<file path="config.mk">
export PLATFORM = sky130hd
export DESIGN_NAME = ifetch_prefetch_flat
export DESIGN_NICKNAME = d
export VERILOG_FILES = /design/src/rtl/ifetch_prefetch_if.sv /design/src/rtl/ifetch_prefetch.sv /design/src/flat_wrapper.sv
export SDC_FILE = /design/constraint.sdc
export NUM_CORES = 1
export LEC_CHECK = 0
export BUFFER_PORTS_ARGS = -buffer_cell sky130_fd_sc_hd__buf_4
export CAP_MARGIN = 15
export CORE_MARGIN = 2
export CORE_UTILIZATION = 45
export DETAILED_ROUTE_END_ITERATION = 8
export GPL_TIMING_DRIVEN = 0
export PLACE_DENSITY_LB_ADDON = 0.1
export SETUP_SLACK_MARGIN = 0.4
export SLEW_MARGIN = 10
export SYNTH_ARGS = -nofsm -noshare
export SYNTH_HDL_FRONTEND = slang
export SYNTH_SLANG_ARGS = --single-unit
</file>
<file path="constraint.sdc">
create_clock -name clk -period 10.9 [get_ports clk]
set_clock_uncertainty 0.2 [all_clocks]
set_input_delay 1.635 -clock clk [delete_from_list [all_inputs] [get_ports clk]]
set_output_delay 1.635 -clock clk [all_outputs]
set_load 0.02 [all_outputs]
</file>
<file path="src/rtl/ifetch_prefetch_if.sv">
// Fetch-port and flash-port signal bundle for the instruction prefetch buffer.
// slave is the prefetch buffer's view; master is the core/flash environment's view.
`timescale 1ns/1ps
interface ifetch_prefetch_if #(
    parameter int unsigned N = 32
);
    logic         fetch_req;
    logic [N-1:0] fetch_addr;
    logic [N-1:0] instr;
    logic         instr_valid;
    logic         flash_req;
    logic [N-1:0] flash_addr;
    logic         flash_gnt;
    logic         flash_rvalid;
    logic [N-1:0] flash_rdata;

    modport master (
        output fetch_req, fetch_addr, flash_gnt, flash_rvalid, flash_rdata,
        input  instr, instr_valid, flash_req, flash_addr
    );

    modport slave (
        input  fetch_req, fetch_addr, flash_gnt, flash_rvalid, flash_rdata,
        output instr, instr_valid, flash_req, flash_addr
    );
endinterface

</file>
<file path="src/rtl/ifetch_prefetch.sv">
// Instruction prefetch queue: streams sequential flash words, hits on the head, flushes on
// redirect. Optional IFB_STATS_EN adds hit_cnt/miss_cnt counters.
`timescale 1ns/1ps
module ifetch_prefetch #(
    parameter int unsigned  N        = 32,
    parameter int unsigned  DEPTH    = 4,
    parameter logic [N-1:0] RESET_PC = '0
) (
    input logic              clk,
    input logic              rstn,
    ifetch_prefetch_if.slave bus
`ifdef IFB_STATS_EN
    ,
    output logic [31:0]      hit_cnt,
    output logic [31:0]      miss_cnt
`endif
);

    localparam int unsigned PW = $clog2(DEPTH);
    localparam int unsigned CW = PW + 1;

    typedef enum logic [1:0] {StIdle, StReq, StResp} state_e;

    state_e        state_q, state_d;
    logic [N-1:0]  q_addr_q [DEPTH];
    logic [N-1:0]  q_data_q [DEPTH];
    logic [PW-1:0] rd_ptr_q, rd_ptr_d;
    logic [PW-1:0] wr_ptr_q, wr_ptr_d;
    logic [CW-1:0] count_q, count_d;
    logic [N-1:0]  pf_addr_q, pf_addr_d;
    logic [N-1:0]  req_addr_q, req_addr_d;
    logic          stale_q, stale_d;
    logic          flash_req_q, flash_req_d;
    logic [N-1:0]  flash_addr_q, flash_addr_d;

    logic [N-1:0]  aligned, head_addr, head_data, exp_addr;
    logic          not_empty, hit, redirect, push, launch;

    logic unused_addr_lo;
    assign unused_addr_lo = ^bus.fetch_addr[1:0];

    always_comb begin
        aligned   = {bus.fetch_addr[N-1:2], 2'b00};
        head_addr = q_addr_q[rd_ptr_q];
        head_data = q_data_q[rd_ptr_q];
        not_empty = (count_q != '0);

        if (not_empty) begin
            exp_addr = head_addr;
        end else if (state_q != StIdle && !stale_q) begin
            exp_addr = req_addr_q;
        end else begin
            exp_addr = pf_addr_q;
        end

        hit      = bus.fetch_req && not_empty && (head_addr == aligned);
        redirect = bus.fetch_req && (aligned != exp_addr);
        // A word landing in the redirect cycle belongs to the abandoned stream.
        push     = (state_q == StResp) && bus.flash_rvalid && !stale_q && !redirect;

        wr_ptr_d = wr_ptr_q + PW'(push);
        if (redirect) begin
            count_d  = '0;
            rd_ptr_d = wr_ptr_q;
        end else begin
            count_d  = count_q + CW'(push) - CW'(hit);
            rd_ptr_d = rd_ptr_q + PW'(hit);
        end

        state_d    = state_q;
        req_addr_d = req_addr_q;
        pf_addr_d  = pf_addr_q;
        stale_d    = stale_q;
        launch     = 1'b0;

        case (state_q)
            StIdle: launch = 1'b1;
            StReq: begin
                if (bus.flash_gnt) state_d = StResp;
            end
            StResp: begin
                if (bus.flash_rvalid) begin
                    stale_d = 1'b0;
                    launch  = 1'b1;
                end
            end
            default: state_d = StIdle;
        endcase

        if (launch) begin
            if (redirect) begin
                state_d    = StReq;
                req_addr_d = aligned;
                pf_addr_d  = aligned + N'(4);
            end else if (count_d < CW'(DEPTH)) begin
                state_d    = StReq;
                req_addr_d = pf_addr_q;
                pf_addr_d  = pf_addr_q + N'(4);
            end else begin
                state_d = StIdle;
            end
        end else if (redirect) begin
            // Outstanding transaction cannot be withdrawn; mark its data for discard.
            pf_addr_d = aligned;
            stale_d   = 1'b1;
        end

        flash_req_d  = (state_d == StReq);
        flash_addr_d = flash_req_d ? req_addr_d : '0;
    end

    always_ff @(posedge clk) begin
        if (!rstn) begin
            state_q      <= StIdle;
            rd_ptr_q     <= '0;
            wr_ptr_q     <= '0;
            count_q      <= '0;
            pf_addr_q    <= RESET_PC;
            req_addr_q   <= '0;
            stale_q      <= 1'b0;
            flash_req_q  <= 1'b0;
            flash_addr_q <= '0;
        end else begin
            state_q      <= state_d;
            rd_ptr_q     <= rd_ptr_d;
            wr_ptr_q     <= wr_ptr_d;
            count_q      <= count_d;
            pf_addr_q    <= pf_addr_d;
            req_addr_q   <= req_addr_d;
            stale_q      <= stale_d;
            flash_req_q  <= flash_req_d;
            flash_addr_q <= flash_addr_d;
        end
    end

    always_ff @(posedge clk) begin
        if (push) begin
            q_addr_q[wr_ptr_q] <= req_addr_q;
            q_data_q[wr_ptr_q] <= bus.flash_rdata;
        end
    end

    assign bus.instr_valid = hit;
    assign bus.instr       = hit ? head_data : '0;
    assign bus.flash_req   = flash_req_q;
    assign bus.flash_addr  = flash_addr_q;

`ifdef IFB_STATS_EN
    logic [31:0] hit_cnt_q, hit_cnt_d;
    logic [31:0] miss_cnt_q, miss_cnt_d;

    always_comb begin
        hit_cnt_d  = hit_cnt_q + 32'(hit);
        miss_cnt_d = miss_cnt_q + 32'(redirect);
    end

    always_ff @(posedge clk) begin
        if (!rstn) begin
            hit_cnt_q  <= '0;
            miss_cnt_q <= '0;
        end else begin
            hit_cnt_q  <= hit_cnt_d;
            miss_cnt_q <= miss_cnt_d;
        end
    end

    assign hit_cnt  = hit_cnt_q;
    assign miss_cnt = miss_cnt_q;
`else
`endif

endmodule

</file>
<file path="src/flat_wrapper.sv">
// flat-port wrapper written by rule: the top's interface ports become plain ports
module ifetch_prefetch_flat 
#(
    parameter int unsigned  N        = 32,
    parameter int unsigned  DEPTH    = 4,
    parameter logic [N-1:0] RESET_PC = '0
)
  (clk, rstn, bus_fetch_req, bus_fetch_addr, bus_flash_gnt, bus_flash_rvalid, bus_flash_rdata, bus_instr, bus_instr_valid, bus_flash_req, bus_flash_addr);
  ifetch_prefetch_if #(.N(N)) bus_i ();
  input logic clk;
  input logic rstn;
  input wire logic [$bits(bus_i.fetch_req)-1:0] bus_fetch_req;
  input wire logic [$bits(bus_i.fetch_addr)-1:0] bus_fetch_addr;
  input wire logic [$bits(bus_i.flash_gnt)-1:0] bus_flash_gnt;
  input wire logic [$bits(bus_i.flash_rvalid)-1:0] bus_flash_rvalid;
  input wire logic [$bits(bus_i.flash_rdata)-1:0] bus_flash_rdata;
  output wire logic [$bits(bus_i.instr)-1:0] bus_instr;
  output wire logic [$bits(bus_i.instr_valid)-1:0] bus_instr_valid;
  output wire logic [$bits(bus_i.flash_req)-1:0] bus_flash_req;
  output wire logic [$bits(bus_i.flash_addr)-1:0] bus_flash_addr;
  assign bus_i.fetch_req = bus_fetch_req;
  assign bus_i.fetch_addr = bus_fetch_addr;
  assign bus_i.flash_gnt = bus_flash_gnt;
  assign bus_i.flash_rvalid = bus_flash_rvalid;
  assign bus_i.flash_rdata = bus_flash_rdata;
  assign bus_instr = bus_i.instr;
  assign bus_instr_valid = bus_i.instr_valid;
  assign bus_flash_req = bus_i.flash_req;
  assign bus_flash_addr = bus_i.flash_addr;
  ifetch_prefetch #(.N(N), .DEPTH(DEPTH), .RESET_PC(RESET_PC)) u_core (.clk(clk), .rstn(rstn), .bus(bus_i));
endmodule
</file>
==> results.yml, run 1 <==
run_status:
  status: "finished clean"
placement:
  dp_cells: 1797
  routabilityCongestion: 0.9303
  place_ws_ns: 2.836
  place_hpwl_microns: 34590
  io_buffers: 111
cts:
  cts_num_sinks: 361
  ctsResizeCount: 0
  cts_setup_buffers: 0
  hold_buffers: 0
  clock_latency_ns: 0.53
  cts_buffer_depth: 3
  cts_buffers: 38
  cts_max_level: 2
  cts_tree: "done"
  cts_root_buffer: "clkbuf_16"
  cts.clk_slew.worst_paths_ns: 0.07
global_routing:
  grtUsageTotal_pct: 25.66
  antenna_found_initial: 1
  grt_max_degree: 41
  grt_pass1_vias: 10983
  gr-total-overflow: 0
  grt_first_pass_wirelength_microns: 69510
synthesis:
  syn_area_per_cell_sq_um: 13.27
  synth_cells: 1212
  ys_ff_latch: 361
  ys_seq_area_share_pct: 60.85
  async_flop_share_pct: 0
  ys.warnings.count: 0
  syn_nets: 1287
  synth_edf_count: 256
  syn_area_sq_um: 16090
  synth_cell_types: 68
  ys.flop_type: "edfxtp_1"
sta:
  slew_violations: 0
  hold_violations: 0
  timing.final.crit_share_pct: 71.61
  layout_setup_ws_ns: 3.094
  fin_crit_ns: 7.806
  rsz0062_at_grt: "no"
  fmax_mhz: 128.1
  tightest_slew_ns: 1.053
  setup_viol: 0
  relSlewSlack_pct: 29.68
floorplanning:
  dieArea_sq_um: 37280
  ios: 135
  dieWidth_microns: 193.1
  coreArea_sq_um: 35400
  floorplan.initialDensity_pct: 45.45
  row_count: 69
  die_h_microns: 193.1
setup_path:
  critical_path_class: "in -> reg"
  reg2reg_depth: 22
  critical_path.reg2reg.startpoint: "u_core.rd_ptr_q[0]$_SDFF_PN0_"
  slowest_stage: "clkbuf_1"
  start_kind: "input port"
  cp-end-kind: "flip-flop"
  required_ns: 11.05
  cp_num_buf_inv: 4
  critPathArrivalTime_ns: 7.95
  path_delay_family: "compound AO/OA/AOI/OAI gates"
  r2r_slack_ns: 3.33
  crit_chain: "clkbuf_1 > xor2_1 > a21oi_1 > o221ai_1 > o41a_1 > nor3_2 > o2111ai_1 > o21ai_2 > buf_6 > buf_2 > nor3b_2 > ha_1 > fa_1 > xnor2_1 > xnor2_1 > a21oi_1 > o21ai_1 > clkbuf_1 > a211oi_1"
  max_stage_delay_ns: 0.67
  r2r_end: "u_core.bus.flash_addr[31]$_SDFF_PN0_"
  cp_max_fo: 10
worst_hold_path:
  hp-class: "reg -> reg"
  min_delay_path_depth: 0
  hold_start: "u_core.req_addr_q[16]$_SDFF_PN0_"
  holdPathEnd: "u_core.q_addr_q[0][16]$_DFFE_PP_"
finish:
  most-common-layout-cells: "edfxtp_1, buf_4, dfxtp_1, clkbuf_1, nor2_1"
  fillers: 3052
  nets: 1451
  area_growth_syn_to_layout_pct: 17.00
  final_common_cell: "edfxtp_1"
  stdcell_count: 1864
  drive_above_1_share_pct: 19.47
  fin_util_pct: 53.18
route:
  vias: 11052
  drt-initial-drc-count: 770
  antenna_left: 0
  avgRoutedWirePerCell_microns: 25.29
  wirelength_microns: 47150
  avgViaCountPerCell: 5.929
  drc_errors: 0
  drt_first_pass_iters: 7
power:
  max-vdd-ir-drop_mv: 0.09713
  p_leak_uw: 0.006381
  power_density_nw_per_um2: 163.8
flow_run:
  max-cap-violations: 0
## per-stage QoR
stage | hold WS (ns) | total power, uW | cell area, sq um | TNS, ns
detailed placement | 0.3370 | 1901 | 17690 | 0
global route | 0.3524 | 3186 | 18820 | 0
finish | 0.3322 | 3082 | 18820 | 0
global placement | 0.3294 | 1896 | 17500 | -259.40
CTS | 0.3370 | 3102 | 18820 | 0
floorplan | 0.2823 | 1762 | 16090 | 0
## registers in the layout, indices dropped and copies added (netlist names)
signal and count:
u_core.wr_ptr_q 2, u_core.q_addr_q 128, u_core.bus.flash_addr 32, u_core.bus.flash_req 1
u_core.count_q 3, u_core.rd_ptr_q 2, u_core.q_data_q 128, u_core.stale_q 1
u_core.pf_addr_q 30, u_core.state_q 2, u_core.req_addr_q 32
## report_power, final
| group | internal [uW] | switching [uW] | total (uW) |
|---|---|---|---|
| Combinational | 117 | 200 | 318 |
| Sequential | 1510 | 48.1 | 1560 |
| Clock | 690 | 514 | 1200 |
## metal layers
metal	part of all wire [%]	vias to the layer above	global-route usage, %
met4	3.2	0	9.149
met3	7.2	93	4.145
met2	47	490	41.77
met1	42	5508	34.95
li1	-	4961	-
met5	0	-	0
## layout make-up
class / instances / area [sq um] / area share [%]
Buffer: 95 / 426.7 / 2.267
Timing Repair Buffer: 124 / 1001 / 5.318
Clock inverter: 11 / 87.58 / 0.4653
Multi-Input combinational cell: 731 / 5799 / 30.81
Sequential cell: 361 / 9789 / 52.01
Antenna cell: 1 / 2.502 / 0.01329
Inverter: 25 / 93.84 / 0.4985
Clock buffer: 55 / 1046 / 5.557
Tap cell: 461 / 576.8 / 3.064
## cells by family (layout without fill, tap and decap cells)
| family | Yosys count | after routing | synth area share (%) |
|---|---|---|---|
| muxes | 117 | 117 | 11.39 |
| other | 0 | 1 | 0 |
| buffers and inverters | 120 | 310 | 3.235 |
| and+or+nand+nor | 311 | 311 | 9.885 |
| AOI/OAI and AO/OA | 203 | 203 | 9.006 |
| adders and majority gates | 6 | 6 | 0.5133 |
| DFF | 361 | 361 | 60.85 |
| xor gates and xnor gates | 94 | 94 | 5.117 |
## cell usage after synthesis, drive strengths merged (28+ instances only)
cell type  number  share of area (%)
nor2           80                1.9
mux2i          56                3.5
nor3           28               0.90
mux4           52                7.3
edfxtp        256                 48
xor2           34                1.9
buf            30                1.1
xnor2          60                3.3
o22ai          47                1.9
clkbuf         65                1.5
dfxtp         105                 13
nand3          32                1.0
nor2b          37                1.4
a211oi         67                3.1
nand2          51                1.2
## how the worst max path moves through the flow
stage,cells past startpoint,to,start,slack (ns)
floorplan,12,u_core.q_addr_q[0][0]$_DFFE_PP_,bus_fetch_addr[4],1.59
global placement,12,u_core.q_addr_q[0][20]$_DFFE_PP_,bus_fetch_addr[12],-4.07
detailed placement,19,u_core.bus.flash_addr[31]$_SDFF_PN0_,bus_fetch_addr[12],2.84
CTS,22,u_core.bus.flash_addr[22]$_SDFF_PN0_,u_core.rd_ptr_q[0]$_SDFF_PN0_,3.35
global route,19,u_core.bus.flash_addr[10]$_SDFF_PN0_,bus_fetch_addr[12],2.97
finish,19,u_core.bus.flash_addr[31]$_SDFF_PN0_,bus_fetch_addr[12],3.09
Note: power is estimated with default switching activity, not from simulation.
==> run 2: changes to the inputs <==
==> constraint.sdc (replaced) <==
create_clock -name clk -period 6.34 [get_ports clk]
set_clock_uncertainty 0.2 [all_clocks]
set_input_delay 0.951 -clock clk [delete_from_list [all_inputs] [get_ports clk]]
set_output_delay 0.951 -clock clk [all_outputs]
set_load 0.02 [all_outputs]
==> run 2 against run 1 <==
  * First-iteration DRC count rose by 18%
  * Combinational power rose by 76%
  * Wire length rose by 2.2%
  * Flip-flop and latch count did not move
  * Critical path type is now reg -> reg
  * Critical path depth rose by 2
  * Utilization rose by 1.3 points
==> results.yml, run 2 (synthesis results as in run 1) <==
run_status:
  status: "finished clean"
floorplanning:
  dieArea_sq_um: 37280
  coreArea_sq_um: 35400
  ios: 135
  die_h_microns: 193.1
  row_count: 69
  floorplan.initialDensity_pct: 45.45
  dieWidth_microns: 193.1
finish:
  final_common_cell: "edfxtp_1"
  nets: 1460
  area_growth_syn_to_layout_pct: 19.84
  top_regs: "u_core.q_addr_q x128, u_core.q_data_q x128"
  drive_above_1_share_pct: 23.25
  diodes: 0
  most-common-layout-cells: "edfxtp_1, buf_4, dfxtp_1, nor2_1, a211oi_1"
sta:
  fin_crit_ns: 5.797
  rsz0062_at_grt: "yes"
  hold_ws_ns: 0.3410
  hold_violations: 0
  tightest_slew_ns: 1.062
  layout_setup_ws_ns: 0.5434
  setup_viol: 0
  timing.final.crit_share_pct: 91.43
  relSlewSlack_pct: 29.05
  slew_violations: 0
  fmax_mhz: 172.5
global_routing:
  gr-total-overflow: 0
  grtUsageTotal_pct: 26.13
  antenna_found_initial: 0
  grt_pass1_vias: 11141
  grt_max_degree: 36
  grt_first_pass_wirelength_microns: 70560
setup_path:
  path_delay_family: "compound AO/OA/AOI/OAI gates"
  required_ns: 6.57
  cp_max_fo: 10
  cp_num_buf_inv: 5
  start_kind: "flip-flop"
  slowest_stage: "mux4_2"
  cp-end-kind: "flip-flop"
  critical_path_class: "reg -> reg"
  crit_chain: "buf_6 > buf_6 > mux4_2 > xnor2_1 > a2111o_1 > o22a_1 > nor3_2 > o2111ai_1 > o21ai_4 > buf_6 > clkbuf_4 > nor3b_4 > ha_1 > fa_1 > xnor2_2 > xnor2_2 > nand2_1 > clkbuf_2 > o22ai_1 > nand2_1 > o211a_1"
  critical_path.reg2reg.startpoint: "u_core.rd_ptr_q[0]$_SDFF_PN0_"
  critPathArrivalTime_ns: 6.03
  r2r_end: "u_core.bus.flash_addr[23]$_SDFF_PN0_"
  max_stage_delay_ns: 0.57
  r2r_slack_ns: 0.54
  reg2reg_depth: 21
  crit_top_cell: "buf_6"
placement:
  place_hpwl_microns: 34730
  place_ws_ns: -1.256
  io_buffers: 111
  routabilityCongestion: 0.9573
cts:
  cts_max_level: 2
  cts_buffers: 39
  cts_buffer_depth: 3
  cts_num_sinks: 361
  clock_latency_ns: 0.55
  cts.clk_slew.worst_paths_ns: 0.06
  cts_tree: "done"
  cts_root_buffer: "clkbuf_16"
power:
  power_frac_comb_pct: 10.2
  pwr-share-clk_pct: 40.9
  max-vdd-ir-drop_mv: 0.1749
  p_total_uw: 5487
  power_density_nw_per_um2: 284.6
  seqPwrFrac_pct: 48.9
  p_sw_uw: 1377
  p_int_uw: 4111
  p_leak_uw: 0.006570
  p_sw_share_pct: 25.09
worst_hold_path:
  holdPathEnd: "u_core.q_addr_q[2][7]$_DFFE_PP_"
  min_delay_path_depth: 0
  hold_start: "u_core.req_addr_q[7]$_SDFF_PN0_"
  hp-class: "reg -> reg"
route:
  wirelength_microns: 48180
  vias: 11160
  drt-initial-drc-count: 911
  avgRoutedWirePerCell_microns: 25.68
  top_layer: "met4"
  met3_wirelength_microns: 3076
  wl_met2_microns: 22650
  drt_first_pass_iters: 7
  antenna_left: 0
  drt-met1-wl_microns: 20620
  avgViaCountPerCell: 5.949
  drc_errors: 0
flow_run:
  max-cap-violations: 0
## run 2: cell count changes in the layout (fill, tap and decap cells not counted), moves of 4 or more
cell / delta
clkbuf_1: -20
a211oi_2: +5
buf_2: -4
buf_4: +5
clkbuf_4: +8
clkbuf_2: +7
buf_8: +4
clkinv_2: +7
a211oi_1: -5
## run 2: how the worst max path moves through the flow
| stage | slack [ns] | endpoint | depth (start not counted) | from |
|---|---|---|---|---|
| 5_1_grt | 0.33 | u_core.bus.flash_addr[23]$_SDFF_PN0_ | 21 | u_core.rd_ptr_q[0]$_SDFF_PN0_ |
| 3_5_place_dp | -1.26 | u_core.bus.flash_addr[31]$_SDFF_PN0_ | 22 | u_core.rd_ptr_q[0]$_SDFF_PN0_ |
| 2_1_floorplan | 0.82 | u_core.q_addr_q[2][0]$_DFFE_PP_ | 13 | bus_fetch_addr[4] |
| 3_3_place_gp | -1.84 | u_core.q_addr_q[2][13]$_DFFE_PP_ | 14 | u_core.rd_ptr_q[0]$_SDFF_PN0_ |
| 6_report | 0.54 | u_core.bus.flash_addr[23]$_SDFF_PN0_ | 21 | u_core.rd_ptr_q[0]$_SDFF_PN0_ |
| 4_1_cts | 0.43 | u_core.pf_addr_q[30]$_SDFFE_PN0P_ | 21 | u_core.rd_ptr_q[0]$_SDFF_PN0_ |
## run 2: per-stage QoR
step / util, % / cells / setup TNS [ns] / area [sq um]
floorplan: - / 1212 / 0 / 16100
global placement: 49.47 / 1784 / -512.09 / 17510
detailed placement: 50.14 / 1796 / -76.59 / 17750
CTS: 54.14 / 1874 / 0 / 19160
global route: 54.47 / 1876 / 0 / 19280
finish: 54.47 / 1876 / 0 / 19280
## run 2: final cells by class
class,instances,area [sq um]
buffer,95,471.7
clock inverter,22,216.5
tap,461,576.8
timing repair buffer,132,1124
inverter,25,93.84
sequential,361,9789
clock buffer,49,1045
multi-input combinational,731,5963
fill,2990,16120
## run 2: power groups by stage
stage	Combinational [uW]	Sequential, uW	Clock [uW]
6_report	561	2680	2240
5_1_grt	596	2690	2370
4_1_cts	545	2680	2290
3_5_place_dp	537	2730	0
3_3_place_gp	531	2730	0
2_1_floorplan	308	2720	0
## run 2: layer usage
| layer | vias to the layer above | GRT usage, % |
|---|---|---|
| li1 | 4984 | - |
| met1 | 5590 | 35.45 |
| met2 | 470 | 42.29 |
| met3 | 116 | 4.072 |
| met4 | 0 | 10.55 |
| met5 | - | 0 |
## run 2: what timing repair did
action | 4_1_cts | 5_1_grt
setup buffers | 7 | 2
hold buffers | 0 | 0
gates resized for setup | 29 | 32
pin swaps | 4 | 1
endpoints found under the hold margin | 0 | 0
endpoints found under the setup margin | 131 | 78
==> run 3: changes to the inputs <==
--- a/config.mk
+++ b/config.mk
@@ -10,8 +10,8 @@
 export CORE_MARGIN = 2
 export CORE_UTILIZATION = 45
 export DETAILED_ROUTE_END_ITERATION = 8
-export GPL_TIMING_DRIVEN = 0
-export PLACE_DENSITY_LB_ADDON = 0.1
+export GPL_TIMING_DRIVEN = 1
+export PLACE_DENSITY = 0.65
 export SETUP_SLACK_MARGIN = 0.4
 export SLEW_MARGIN = 10
 export SYNTH_ARGS = -nofsm -noshare
==> run 3 against run 2 <==
  * Critical path type unchanged
  * Highest routed layer unchanged
  * Sequential share of layout area increased by 1.1 points
  * Setup slack improved by 0.12 ns
  * Wire length fell by 12%
  * Utilization down 1.2 points
  * Combinational power is 5.7% lower
  * Clock-buffer cell count down 5
  * Sequential power is essentially flat
  * Cell count fell by 3.1%
  * Non-clock buffer count down 56
==> results.yml, run 3 (synthesis results as in run 1) <==
run_status:
  status: "finished clean"
setup_path:
  crit_chain: "o21ba_2 > mux2i_1 > mux2_2 > a221o_1 > nor4_1 > nand4b_1 > o21ai_4 > nor3b_2 > ha_1 > fa_1 > xnor2_1 > xnor2_1 > buf_4 > nand2_1 > buf_4 > o22ai_1 > a211oi_1"
  cp-end-kind: "flip-flop"
  slowest_stage: "o21ba_2"
  required_ns: 6.51
  critical_path_class: "reg -> reg"
  critPathArrivalTime_ns: 5.85
  cp_max_fo: 22
  start_kind: "flip-flop"
  max_stage_delay_ns: 0.78
sta:
  relSlewSlack_pct: 28.31
  hold_violations: 0
  fmax_mhz: 176.1
  timing.final.crit_share_pct: 89.59
  fin_crit_ns: 5.680
  setup_tns_ns: 0
  hold_ws_ns: 0.3204
  rsz0062_at_grt: "no"
  slew_violations: 0
  tightest_slew_ns: 1.073
  setup_viol: 0
route:
  wirelength_microns: 42420
  avgViaCountPerCell: 5.898
  vias: 10723
  drc_errors: 0
  drt_first_pass_iters: 5
  drt-initial-drc-count: 981
  avgRoutedWirePerCell_microns: 23.33
  antenna_left: 0
power:
  seqPwrFrac_pct: 49.2
  pwr-share-clk_pct: 41.1
  power_frac_comb_pct: 9.7
  p_leak_uw: 0.006479
  max-vdd-ir-drop_mv: 0.1888
  power_density_nw_per_um2: 288.4
  p_int_uw: 4151
  p_sw_uw: 1292
  p_sw_share_pct: 23.74
cts:
  cts.clk_slew.worst_paths_ns: 0.06
  cts_buffers: 38
  cts_buffer_depth: 3
  clock_latency_ns: 0.54
  cts_tree: "done"
  cts_max_level: 2
  cts_root_buffer: "clkbuf_16"
  cts_num_sinks: 361
  cts_setup_buffers: 0
floorplanning:
  dieWidth_microns: 193.1
  floorplan.initialDensity_pct: 45.45
  coreArea_sq_um: 35400
  die_h_microns: 193.1
  row_count: 69
  ios: 135
  dieArea_sq_um: 37280
global_routing:
  antenna_found_initial: 0
  grtUsageTotal_pct: 22.76
  grt_pass1_vias: 10355
  grt_first_pass_wirelength_microns: 63370
  gr-total-overflow: 0
  grt_max_degree: 56
finish:
  diodes: 0
  fin_util_pct: 53.31
  top_regs: "u_core.q_addr_q x128, u_core.q_data_q x128"
  nets: 1403
  area_growth_syn_to_layout_pct: 17.30
  final_cell_area_sq_um: 18870
  most-common-layout-cells: "edfxtp_1, buf_4, dfxtp_1, nor2_1, a211oi_1"
  fillers: 3022
  ff_latch_area_sq_um: 9797
  multi_input_area_sq_um: 5838
  final_common_cell: "edfxtp_1"
  drive_above_1_share_pct: 22.84
placement:
  placedInstanceArea_sq_um: 17610
  routabilityCongestion: 0.9615
  io_buffers: 132
  place_hpwl_microns: 28800
flow_run:
  max-cap-violations: 0
worst_hold_path:
  hp-class: "reg -> reg"
-- run 3: worst paths after layout --
kind	startpoint	slack, ns	cells after the start	end
min reg2reg	u_core.req_addr_q[7]$_SDFF_PN0_	0.32	0	u_core.q_addr_q[2][7]$_DFFE_PP_
max reg2reg	u_core.state_q[1]$_SDFF_PN0_	0.66	17	u_core.bus.flash_addr[18]$_SDFF_PN0_
min	u_core.req_addr_q[7]$_SDFF_PN0_	0.32	0	u_core.q_addr_q[2][7]$_DFFE_PP_
max	u_core.state_q[1]$_SDFF_PN0_	0.66	17	u_core.bus.flash_addr[18]$_SDFF_PN0_
-- run 3: repair_timing --
| item | 4_1_cts | 5_1_grt |
|---|---|---|
| hold buffers | 0 | 0 |
| resized for setup | 0 | 1 |
| endpoints found under the hold margin | 0 | 0 |
| setup endpoints to repair | 0 | 2 |
-- run 3: routing by layer --
metal | GRT usage, % | wire length [microns]
met5 | 0 | 0
met2 | 36.83 | 20010
met3 | 3.765 | 2873
met4 | 6.148 | 913
met1 | 31.95 | 18620
-- run 3: critical path: cells and delay by family (launching register included) --
kind	cells	cell delay, ns
AO/OA/AOI/OAI	5	2.07
XOR/XNOR	2	0.31
adder cells (fa/ha/maj)	2	0.42
buffers and inverters	2	0.46
flip-flops	1	0.51
multiplexers	2	0.59
AND/OR/NAND/NOR	4	0.93
-- run 3: power groups by stage --
stage	Clock, uW	Sequential [uW]	Combinational, uW
floorplan	0	2720	308
global placement	0	2730	519
detailed placement	0	2730	524
CTS	2280	2680	526
global route	2380	2690	565
finish	2230	2680	529
-- run 3: metrics by stage --
stage	std cells	power, uW	setup WS, ns
final	1818	5443	0.6598
after global routing	1818	5631	0.4246
after detailed placement	1749	3252	0.7382
after floorplan	1212	3028	0.8168
after global placement	1749	3245	0.7851
after CTS	1818	5482	0.6798
-- run 3: cell type report --
type / instances / share of cell area [%]
flip-flops and latches: 361 / 51.92
clock buffers: 44 / 5.324
well taps: 461 / 3.057
multi-input cells: 731 / 30.94
repair buffers: 171 / 6.955
clock inverters: 25 / 1.313
inverters: 25 / 0.4973
